===== config.mk =====
export PLATFORM = sky130hd
export DESIGN_NAME = decode_cycle
export DESIGN_NICKNAME = d
export VERILOG_FILES = /design/src/rtl/decode_cycle_pkg.sv /design/src/rtl/decode_cycle_register_file.sv /design/src/rtl/decode_cycle.sv
export SDC_FILE = /design/constraint.sdc
export NUM_CORES = 2
export LEC_CHECK = 0
export CORE_ASPECT_RATIO = 0.7
export CORE_MARGIN = 2
export CORE_UTILIZATION = 35
export DETAILED_ROUTE_END_ITERATION = 7
export DONT_BUFFER_PORTS = 1
export PLACE_DENSITY = 0.55
export SLEW_MARGIN = 30
export SYNTH_ARGS = -nofsm -noshare
export SYNTH_HDL_FRONTEND = slang
export SYNTH_SLANG_ARGS = --single-unit

===== constraint.sdc =====
create_clock -name clk -period 1.95 [get_ports clk]
set_clock_uncertainty 0.05 [all_clocks]
set_input_delay 0.2925 -clock clk [delete_from_list [all_inputs] [get_ports clk]]
set_output_delay 0.2925 -clock clk [all_outputs]
set_load 0.01 [all_outputs]

===== src/rtl/decode_cycle_pkg.sv =====
// rtl/decode_cycle_pkg.sv - RV32I decode-stage constants, control encodings and immediate extension
package decode_cycle_pkg;

    localparam int XLEN  = 32;
    localparam int NREGS = 32;
    localparam int REGW  = 5;

    localparam logic [6:0] OP_LOAD   = 7'b0000011;
    localparam logic [6:0] OP_STORE  = 7'b0100011;
    localparam logic [6:0] OP_RTYPE  = 7'b0110011;
    localparam logic [6:0] OP_BRANCH = 7'b1100011;
    localparam logic [6:0] OP_ITYPE  = 7'b0010011;
    localparam logic [6:0] OP_JAL    = 7'b1101111;

    typedef enum logic [1:0] {
        IMM_I = 2'b00,
        IMM_S = 2'b01,
        IMM_B = 2'b10,
        IMM_J = 2'b11
    } imm_src_e;

    typedef enum logic [1:0] {
        RES_ALU = 2'b00,
        RES_MEM = 2'b01,
        RES_PC4 = 2'b10
    } result_src_e;

    typedef enum logic [1:0] {
        ALUOP_ADD   = 2'b00,
        ALUOP_SUB   = 2'b01,
        ALUOP_FUNCT = 2'b10
    } alu_op_e;

    typedef enum logic [2:0] {
        ALU_ADD = 3'b000,
        ALU_SUB = 3'b001,
        ALU_AND = 3'b010,
        ALU_OR  = 3'b011,
        ALU_SLT = 3'b101
    } alu_ctl_e;

    typedef struct packed {
        logic        reg_write;
        imm_src_e    imm_src;
        logic        alu_src;
        logic        mem_write;
        result_src_e result_src;
        logic        branch;
        alu_op_e     alu_op;
        logic        jump;
    } ctrl_t;

    typedef struct packed {
        logic             reg_write;
        logic             mem_write;
        logic             jump;
        logic             branch;
        logic             alu_src;
        logic [1:0]       result_src;
        logic [2:0]       alu_ctl;
        logic [XLEN-1:0]  rd1;
        logic [XLEN-1:0]  rd2;
        logic [XLEN-1:0]  imm;
        logic [REGW-1:0]  rd;
        logic [REGW-1:0]  rs1;
        logic [REGW-1:0]  rs2;
        logic [XLEN-1:0]  pc;
        logic [XLEN-1:0]  pc_plus4;
    } de_t;

    function automatic logic [XLEN-1:0] imm_extend(input logic [XLEN-1:0] instr,
                                                   input imm_src_e        src);
        logic [XLEN-1:0] imm;
        case (src)
            IMM_S:   imm = {{20{instr[31]}}, instr[31:25], instr[11:7]};
            IMM_B:   imm = {{19{instr[31]}}, instr[31], instr[7], instr[30:25], instr[11:8], 1'b0};
            IMM_J:   imm = {{11{instr[31]}}, instr[31], instr[19:12], instr[20], instr[30:21], 1'b0};
            default: imm = {{20{instr[31]}}, instr[31:20]};
        endcase
        return imm;
    endfunction

endpackage


===== src/rtl/decode_cycle_register_file.sv =====
// rtl/decode_cycle_register_file.sv - 32x32 register file, two bypassed read ports, one write port
module register_file
    import decode_cycle_pkg::*;
(
    input  logic            clk,
    input  logic            rst,
    input  logic            i_we,
    input  logic [REGW-1:0] i_wa,
    input  logic [XLEN-1:0] i_wd,
    input  logic [REGW-1:0] i_ra1,
    input  logic [REGW-1:0] i_ra2,
    output logic [XLEN-1:0] o_rd1,
    output logic [XLEN-1:0] o_rd2
);

    logic [XLEN-1:0] r_regs [NREGS];

    always_ff @(posedge clk or negedge rst) begin
        if (!rst) begin
            for (int i = 0; i < NREGS; i++) begin
                r_regs[i] <= '0;
            end
        end else if (i_we && (i_wa != '0)) begin
            r_regs[i_wa] <= i_wd;
        end
    end

    // x0 is hardwired; a same-cycle writeback to the read index is forwarded
    assign o_rd1 = (i_ra1 == '0)              ? '0   :
                   (i_we && (i_wa == i_ra1))  ? i_wd : r_regs[i_ra1];
    assign o_rd2 = (i_ra2 == '0)              ? '0   :
                   (i_we && (i_wa == i_ra2))  ? i_wd : r_regs[i_ra2];

endmodule


===== src/rtl/decode_cycle.sv =====
// rtl/decode_cycle.sv - RV32I decode stage: control decode, register read, immediate extend, D/E register
module decode_cycle
    import decode_cycle_pkg::*;
(
    input  logic            clk,
    input  logic            rst,
    input  logic [XLEN-1:0] InstrD,
    input  logic [XLEN-1:0] PCD,
    input  logic [XLEN-1:0] PCPlus4D,
    input  logic            RegWriteW,
    input  logic [REGW-1:0] RDW,
    input  logic [XLEN-1:0] ResultW,
    input  logic            FlushE,
    output logic [REGW-1:0] Rs1D,
    output logic [REGW-1:0] Rs2D,
    output logic            RegWriteE,
    output logic            MemWriteE,
    output logic            JumpE,
    output logic            BranchE,
    output logic            ALUSrcE,
    output logic [1:0]      ResultSrcE,
    output logic [2:0]      ALUControlE,
    output logic [XLEN-1:0] RD1E,
    output logic [XLEN-1:0] RD2E,
    output logic [XLEN-1:0] ImmExtE,
    output logic [REGW-1:0] RdE,
    output logic [REGW-1:0] Rs1E,
    output logic [REGW-1:0] Rs2E,
    output logic [XLEN-1:0] PCE,
    output logic [XLEN-1:0] PCPlus4E
);

    ctrl_t           w_ctrl;
    alu_ctl_e        w_alu_ctl;
    logic [XLEN-1:0] w_rd1;
    logic [XLEN-1:0] w_rd2;
    de_t             w_de_next;
    de_t             r_de;

    assign Rs1D = InstrD[19:15];
    assign Rs2D = InstrD[24:20];

    register_file u_register_file (
        .clk   (clk),
        .rst   (rst),
        .i_we  (RegWriteW),
        .i_wa  (RDW),
        .i_wd  (ResultW),
        .i_ra1 (Rs1D),
        .i_ra2 (Rs2D),
        .o_rd1 (w_rd1),
        .o_rd2 (w_rd2)
    );

    // Unknown opcodes leave every control at 0 so they flow down as bubbles
    always_comb begin
        w_ctrl = '0;
        case (InstrD[6:0])
            OP_LOAD: begin
                w_ctrl.reg_write  = 1'b1;
                w_ctrl.alu_src    = 1'b1;
                w_ctrl.result_src = RES_MEM;
            end
            OP_STORE: begin
                w_ctrl.imm_src    = IMM_S;
                w_ctrl.alu_src    = 1'b1;
                w_ctrl.mem_write  = 1'b1;
            end
            OP_RTYPE: begin
                w_ctrl.reg_write  = 1'b1;
                w_ctrl.alu_op     = ALUOP_FUNCT;
            end
            OP_BRANCH: begin
                w_ctrl.imm_src    = IMM_B;
                w_ctrl.branch     = 1'b1;
                w_ctrl.alu_op     = ALUOP_SUB;
            end
            OP_ITYPE: begin
                w_ctrl.reg_write  = 1'b1;
                w_ctrl.alu_src    = 1'b1;
                w_ctrl.alu_op     = ALUOP_FUNCT;
            end
            OP_JAL: begin
                w_ctrl.reg_write  = 1'b1;
                w_ctrl.imm_src    = IMM_J;
                w_ctrl.result_src = RES_PC4;
                w_ctrl.jump       = 1'b1;
            end
            default: w_ctrl = '0;
        endcase
    end

    // funct7[5] selects sub only for register-register ops (op[5]=1); addi keeps add
    always_comb begin
        w_alu_ctl = ALU_ADD;
        case (w_ctrl.alu_op)
            ALUOP_SUB: w_alu_ctl = ALU_SUB;
            ALUOP_FUNCT: begin
                case (InstrD[14:12])
                    3'b000:  w_alu_ctl = ({InstrD[5], InstrD[30]} == 2'b11) ? ALU_SUB : ALU_ADD;
                    3'b010:  w_alu_ctl = ALU_SLT;
                    3'b110:  w_alu_ctl = ALU_OR;
                    3'b111:  w_alu_ctl = ALU_AND;
                    default: w_alu_ctl = ALU_ADD;
                endcase
            end
            default: w_alu_ctl = ALU_ADD;
        endcase
    end

    always_comb begin
        w_de_next            = '0;
        w_de_next.reg_write  = w_ctrl.reg_write;
        w_de_next.mem_write  = w_ctrl.mem_write;
        w_de_next.jump       = w_ctrl.jump;
        w_de_next.branch     = w_ctrl.branch;
        w_de_next.alu_src    = w_ctrl.alu_src;
        w_de_next.result_src = w_ctrl.result_src;
        w_de_next.alu_ctl    = w_alu_ctl;
        w_de_next.rd1        = w_rd1;
        w_de_next.rd2        = w_rd2;
        w_de_next.imm        = imm_extend(InstrD, w_ctrl.imm_src);
        w_de_next.rd         = InstrD[11:7];
        w_de_next.rs1        = Rs1D;
        w_de_next.rs2        = Rs2D;
        w_de_next.pc         = PCD;
        w_de_next.pc_plus4   = PCPlus4D;
    end

    always_ff @(posedge clk or negedge rst) begin
        if (!rst) begin
            r_de <= '0;
        end else if (FlushE) begin
            r_de <= '0;
        end else begin
            r_de <= w_de_next;
        end
    end

    assign RegWriteE   = r_de.reg_write;
    assign MemWriteE   = r_de.mem_write;
    assign JumpE       = r_de.jump;
    assign BranchE     = r_de.branch;
    assign ALUSrcE     = r_de.alu_src;
    assign ResultSrcE  = r_de.result_src;
    assign ALUControlE = r_de.alu_ctl;
    assign RD1E        = r_de.rd1;
    assign RD2E        = r_de.rd2;
    assign ImmExtE     = r_de.imm;
    assign RdE         = r_de.rd;
    assign Rs1E        = r_de.rs1;
    assign Rs2E        = r_de.rs2;
    assign PCE         = r_de.pc;
    assign PCPlus4E    = r_de.pc_plus4;

endmodule


==> impl_metrics.json <==
{
  "die_ar_sq_um": 177000,
  "tritoncts": "built",
  "timing.final.max_slew_violations": 0,
  "grt_start_max_net_pins": 336,
  "failed_checks": "hold timing, setup timing",
  "grt.overflow.total": 0,
  "ys_types": 51,
  "routed_wirelength_um": 206000,
  "clock-root-buffer": "sky130_fd_sc_hd__clkbuf_16",
  "htree_levels": 3,
  "num_io_pins": 332,
  "initial_utilization_pct": 35.3,
  "drt_iter0_drc": 3889,
  "timing.rr.start": "u_register_file.r_regs[79]",
  "hold_viol_final": 255,
  "met2_usage_pct": 34.0,
  "crit_path_max_fanout": 3,
  "leakage_nw": 31.1,
  "cts_buffers": 118,
  "floorplan.core_area_sq_um": 172000,
  "max_slew_headroom_at_the_worst_pin_pct": 29.0,
  "power.ir.vdd_worst_v": 0.000703,
  "timing.critical_path.to_type": "register",
  "postSynthNetCount": 4285,
  "setup.worst_path.class": "reg -> reg",
  "hold_slack_ns": -0.822,
  "worst_setup_hold_path_clk_slew_ns": 0.06,
  "ys_warn_count": 0,
  "maxCapViolations": 0,
  "ys_dominant_reg_cell": "sky130_fd_sc_hd__dfrtp_1",
  "postSynthCellCount": 4146,
  "sequential_area_share_after_synthesis_pct": 49.4,
  "run_status": "complete, but fails checks",
  "via_per_inst": 5.82,
  "grt_pass1_wl_um": 295000,
  "max_clock_freq_mhz": 502,
  "number_of_enable_type_register_cells_in_the_synthesized_netlist": 0,
  "placedCellCount": 6275,
  "worst-slew-pin-transition_ns": 1.06,
  "port-buffer-count": 0,
  "drc": 0,
  "setup_viol": 7,
  "globalRouteMet3Util_pct": 4.83,
  "crit_path_start_kind": "register",
  "power_total_w": 0.0699,
  "routed_wire_length_per_instance_um": 30.7,
  "clock_latency_ns": 0.77,
  "met1_usage_pct": 34.0,
  "clock-sinks": 1197,
  "grt.total_usage_pct": 22.9,
  "detail-route-antenna-nets": 0,
  "gp_routability_congestion": 0.782,
  "post_layout_minimum_cycle_time_ns": 1.99,
  "async_flop_share_pct": 100,
  "stdcell_count": 6719,
  "firstDrtPassIters": 5,
  "worst_setup_path_startpoint": "u_register_file.r_regs[79]",
  "synth_area_per_cell_sq_um": 14.6,
  "fp.dieH_um": 352,
  "worst-endpoint-required_ns": 2.55,
  "final_critical_path_setup_slack_ns": -0.0402,
  "via_count": 39100,
  "setup_repair_after_global_routing_missed_its_margin": "true",
  "final_nets": 4440,
  "hp-class": "in -> async",
  "post_route_cells_drive_above_1_share_pct": 46.1,
  "grt.busiest_layer": "met2",
  "ys_seq_elements": 1197,
  "rows": 127,
  "antenna_found_initial": 10,
  "power.density_cell_area_nw_per_um2": 975,
  "syn-cell-area_sq_um": 60700,
  "die-width_um": 502,
  "areaGrowthSynthToFinish_pct": 18.1,
  "clk_path_buf_depth": 3,
  "final.period_utilization_pct": 102,
  "grt_pass1_vias": 39600,
  "reg2regPathDepth": 4,
  "dp.final_hpwl_um": 114000,
  "worst_ep_arrival_time_ns": 2.59
}
## metal layers
layer	up-vias	part of all wire (%)	routed length [um]
met5	-	0.012	24
met4	4	2.4	4950
met3	285	7.2	15000
met2	1341	45	92000
met1	21500	46	94400
li1	16000	-	-
## cell families after synthesis
group | share of synthesized area, %
muxes | 40.0
AOI/OAI and AO/OA | 3.39
adders and majority gates | 0.0412
DFF | 49.4
buffers and inverters | 3.51
xor gates and xnor gates | 0.144
and+or+nand+nor | 3.58
## cell usage after synthesis (3+ instances only)
master                        n  area, sq um
sky130_fd_sc_hd__or3_1        6         37.5
sky130_fd_sc_hd__inv_1        5         18.8
sky130_fd_sc_hd__mux2_2     973        11000
sky130_fd_sc_hd__a22o_1      43          377
sky130_fd_sc_hd__o211ai_1     5         37.5
sky130_fd_sc_hd__a21oi_1     38          190
sky130_fd_sc_hd__a41oi_1      6         52.6
sky130_fd_sc_hd__buf_6       13          146
sky130_fd_sc_hd__nor3b_1      4         30.0
sky130_fd_sc_hd__dfrtp_1   1197        30000
sky130_fd_sc_hd__nand2_1    175          657
sky130_fd_sc_hd__nand3_1     68          340
sky130_fd_sc_hd__buf_1       73          274
sky130_fd_sc_hd__nor2b_1    102          638
sky130_fd_sc_hd__mux4_2     471        10600
sky130_fd_sc_hd__nand4b_1     3         26.3
sky130_fd_sc_hd__o21ai_0     60          300
sky130_fd_sc_hd__clkbuf_1   281         1050
sky130_fd_sc_hd__buf_4       44          330
sky130_fd_sc_hd__buf_2       61          305
sky130_fd_sc_hd__a22oi_1     70          526
sky130_fd_sc_hd__nor2_1      41          154
sky130_fd_sc_hd__mux2_1      61          687
sky130_fd_sc_hd__nand2b_1    11         68.8
sky130_fd_sc_hd__xnor2_1      6         52.6
sky130_fd_sc_hd__xor2_1       4         35.0
sky130_fd_sc_hd__a211oi_1    13         97.6
sky130_fd_sc_hd__nor4_1       5         31.3
sky130_fd_sc_hd__o22ai_1     11         68.8
sky130_fd_sc_hd__nor3_1      16         80.1
sky130_fd_sc_hd__mux2i_1    200         2000
sky130_fd_sc_hd__a32oi_1      7         61.3
sky130_fd_sc_hd__and2_1       5         31.3
sky130_fd_sc_hd__o221a_1      5         56.3
sky130_fd_sc_hd__or2_2        3         18.8
sky130_fd_sc_hd__a31oi_1     11         68.8
sky130_fd_sc_hd__o21ai_1     31          155
## state kept, by name, indices dropped and copies added (netlist names), 3 cells and up
| register | flops |
|---|---|
| ImmExtE | 21 |
| PCE | 32 |
| PCPlus4E | 32 |
| Rs2E | 5 |
| Rs1E | 5 |
| RD1E | 32 |
| u_register_file.r_regs | 1024 |
| RdE | 5 |
| ALUControlE | 3 |
| RD2E | 32 |
## where the power goes
| group | internal, W | switching [W] |
|---|---|---|
| registers | 0.0291 | 0.00320 |
| logic | 0.00862 | 0.00486 |
| clock network | 0.0137 | 0.0104 |
| total | 0.0514 | 0.0184 |
## worst paths after layout
check                                                    end  slack [ns]
worst max-delay path                                RD1E[15]       -0.04
max in group asynchronous        u_register_file.r_regs[855]        0.17
worst min-delay path             u_register_file.r_regs[935]       -0.82
worst max register to register                      RD1E[15]       -0.04
min in group clk                                    RD1E[12]       -0.15
worst min register to register  u_register_file.r_regs[1015]        0.34
## critical path, cell delays in order (launching register included)
cell	delay, ns
sky130_fd_sc_hd__dfrtp_1	0.41
sky130_fd_sc_hd__mux4_2	0.47
sky130_fd_sc_hd__mux4_2	0.50
sky130_fd_sc_hd__mux2_4	0.27
sky130_fd_sc_hd__a22o_1	0.18
## area by class of cell
| type | instances | area [sq um] |
|---|---|---|
| Fill cell | 15600 | 100000 |
| Sequential cell | 1197 | 30000 |
| Multi-Input combinational cell | 2472 | 29000 |
| Timing Repair Buffer | 507 | 5830 |
| Clock buffer | 181 | 3510 |
| Tap cell | 2322 | 2910 |
| Clock inverter | 33 | 463 |
| Inverter | 5 | 21.3 |
| Antenna cell | 2 | 5.00 |
## cell usage in the layout (no fill, tap or decap), types with 5 or more instances in the layout
master	instances
sky130_fd_sc_hd__dfrtp_1	1197
sky130_fd_sc_hd__mux2_2	969
sky130_fd_sc_hd__mux4_2	471
sky130_fd_sc_hd__buf_4	207
sky130_fd_sc_hd__mux2i_1	200
sky130_fd_sc_hd__dlygate4sd3_1	163
sky130_fd_sc_hd__nand2_1	162
sky130_fd_sc_hd__clkbuf_16	126
sky130_fd_sc_hd__nor2b_1	96
sky130_fd_sc_hd__buf_12	84
sky130_fd_sc_hd__a22oi_1	70
sky130_fd_sc_hd__nand3_1	67
sky130_fd_sc_hd__mux2_1	61
sky130_fd_sc_hd__o21ai_0	54
sky130_fd_sc_hd__a22o_1	42
sky130_fd_sc_hd__a21oi_1	37
sky130_fd_sc_hd__o21ai_1	35
sky130_fd_sc_hd__clkbuf_1	33
sky130_fd_sc_hd__clkbuf_8	28
sky130_fd_sc_hd__nor2_1	26
sky130_fd_sc_hd__buf_16	21
sky130_fd_sc_hd__buf_2	20
sky130_fd_sc_hd__nor2_4	15
sky130_fd_sc_hd__clkinv_2	14
sky130_fd_sc_hd__a211oi_1	13
sky130_fd_sc_hd__nor3_1	11
sky130_fd_sc_hd__a31oi_1	11
sky130_fd_sc_hd__o22ai_1	11
sky130_fd_sc_hd__nand2_4	11
sky130_fd_sc_hd__bufinv_16	10
sky130_fd_sc_hd__nand2b_1	9
sky130_fd_sc_hd__a32oi_1	7
sky130_fd_sc_hd__xnor2_1	6
sky130_fd_sc_hd__a41oi_1	6
sky130_fd_sc_hd__and2_1	5
sky130_fd_sc_hd__o211ai_1	5
sky130_fd_sc_hd__o221a_1	5
## through the flow
step	area, sq um	hold slack, ns	TNS, ns	setup WS, ns	utilization, %
6_report	71600	-0.822	-0.100	-0.0402	41.7
5_1_grt	71600	-0.857	-1.63	-0.0651	41.7
4_1_cts	71300	-0.872	-0.127	-0.0419	41.5
3_5_place_dp	65000	-0.0426	-338.85	-1.27	37.8
3_3_place_gp	64900	-0.0417	-603.26	-1.27	37.8
2_1_floorplan	61000	-0.0531	-5.08	-0.155	-
## repair_timing
action,4_1_cts,5_1_grt
hold buffers,199,5
setup endpoints to repair,124,149
endpoints found under the hold margin,1373,365
resized for setup,8,18
setup buffers,6,7
pin swaps,5,6
gates cloned,3,6
(Power assumes the default switching activity.)
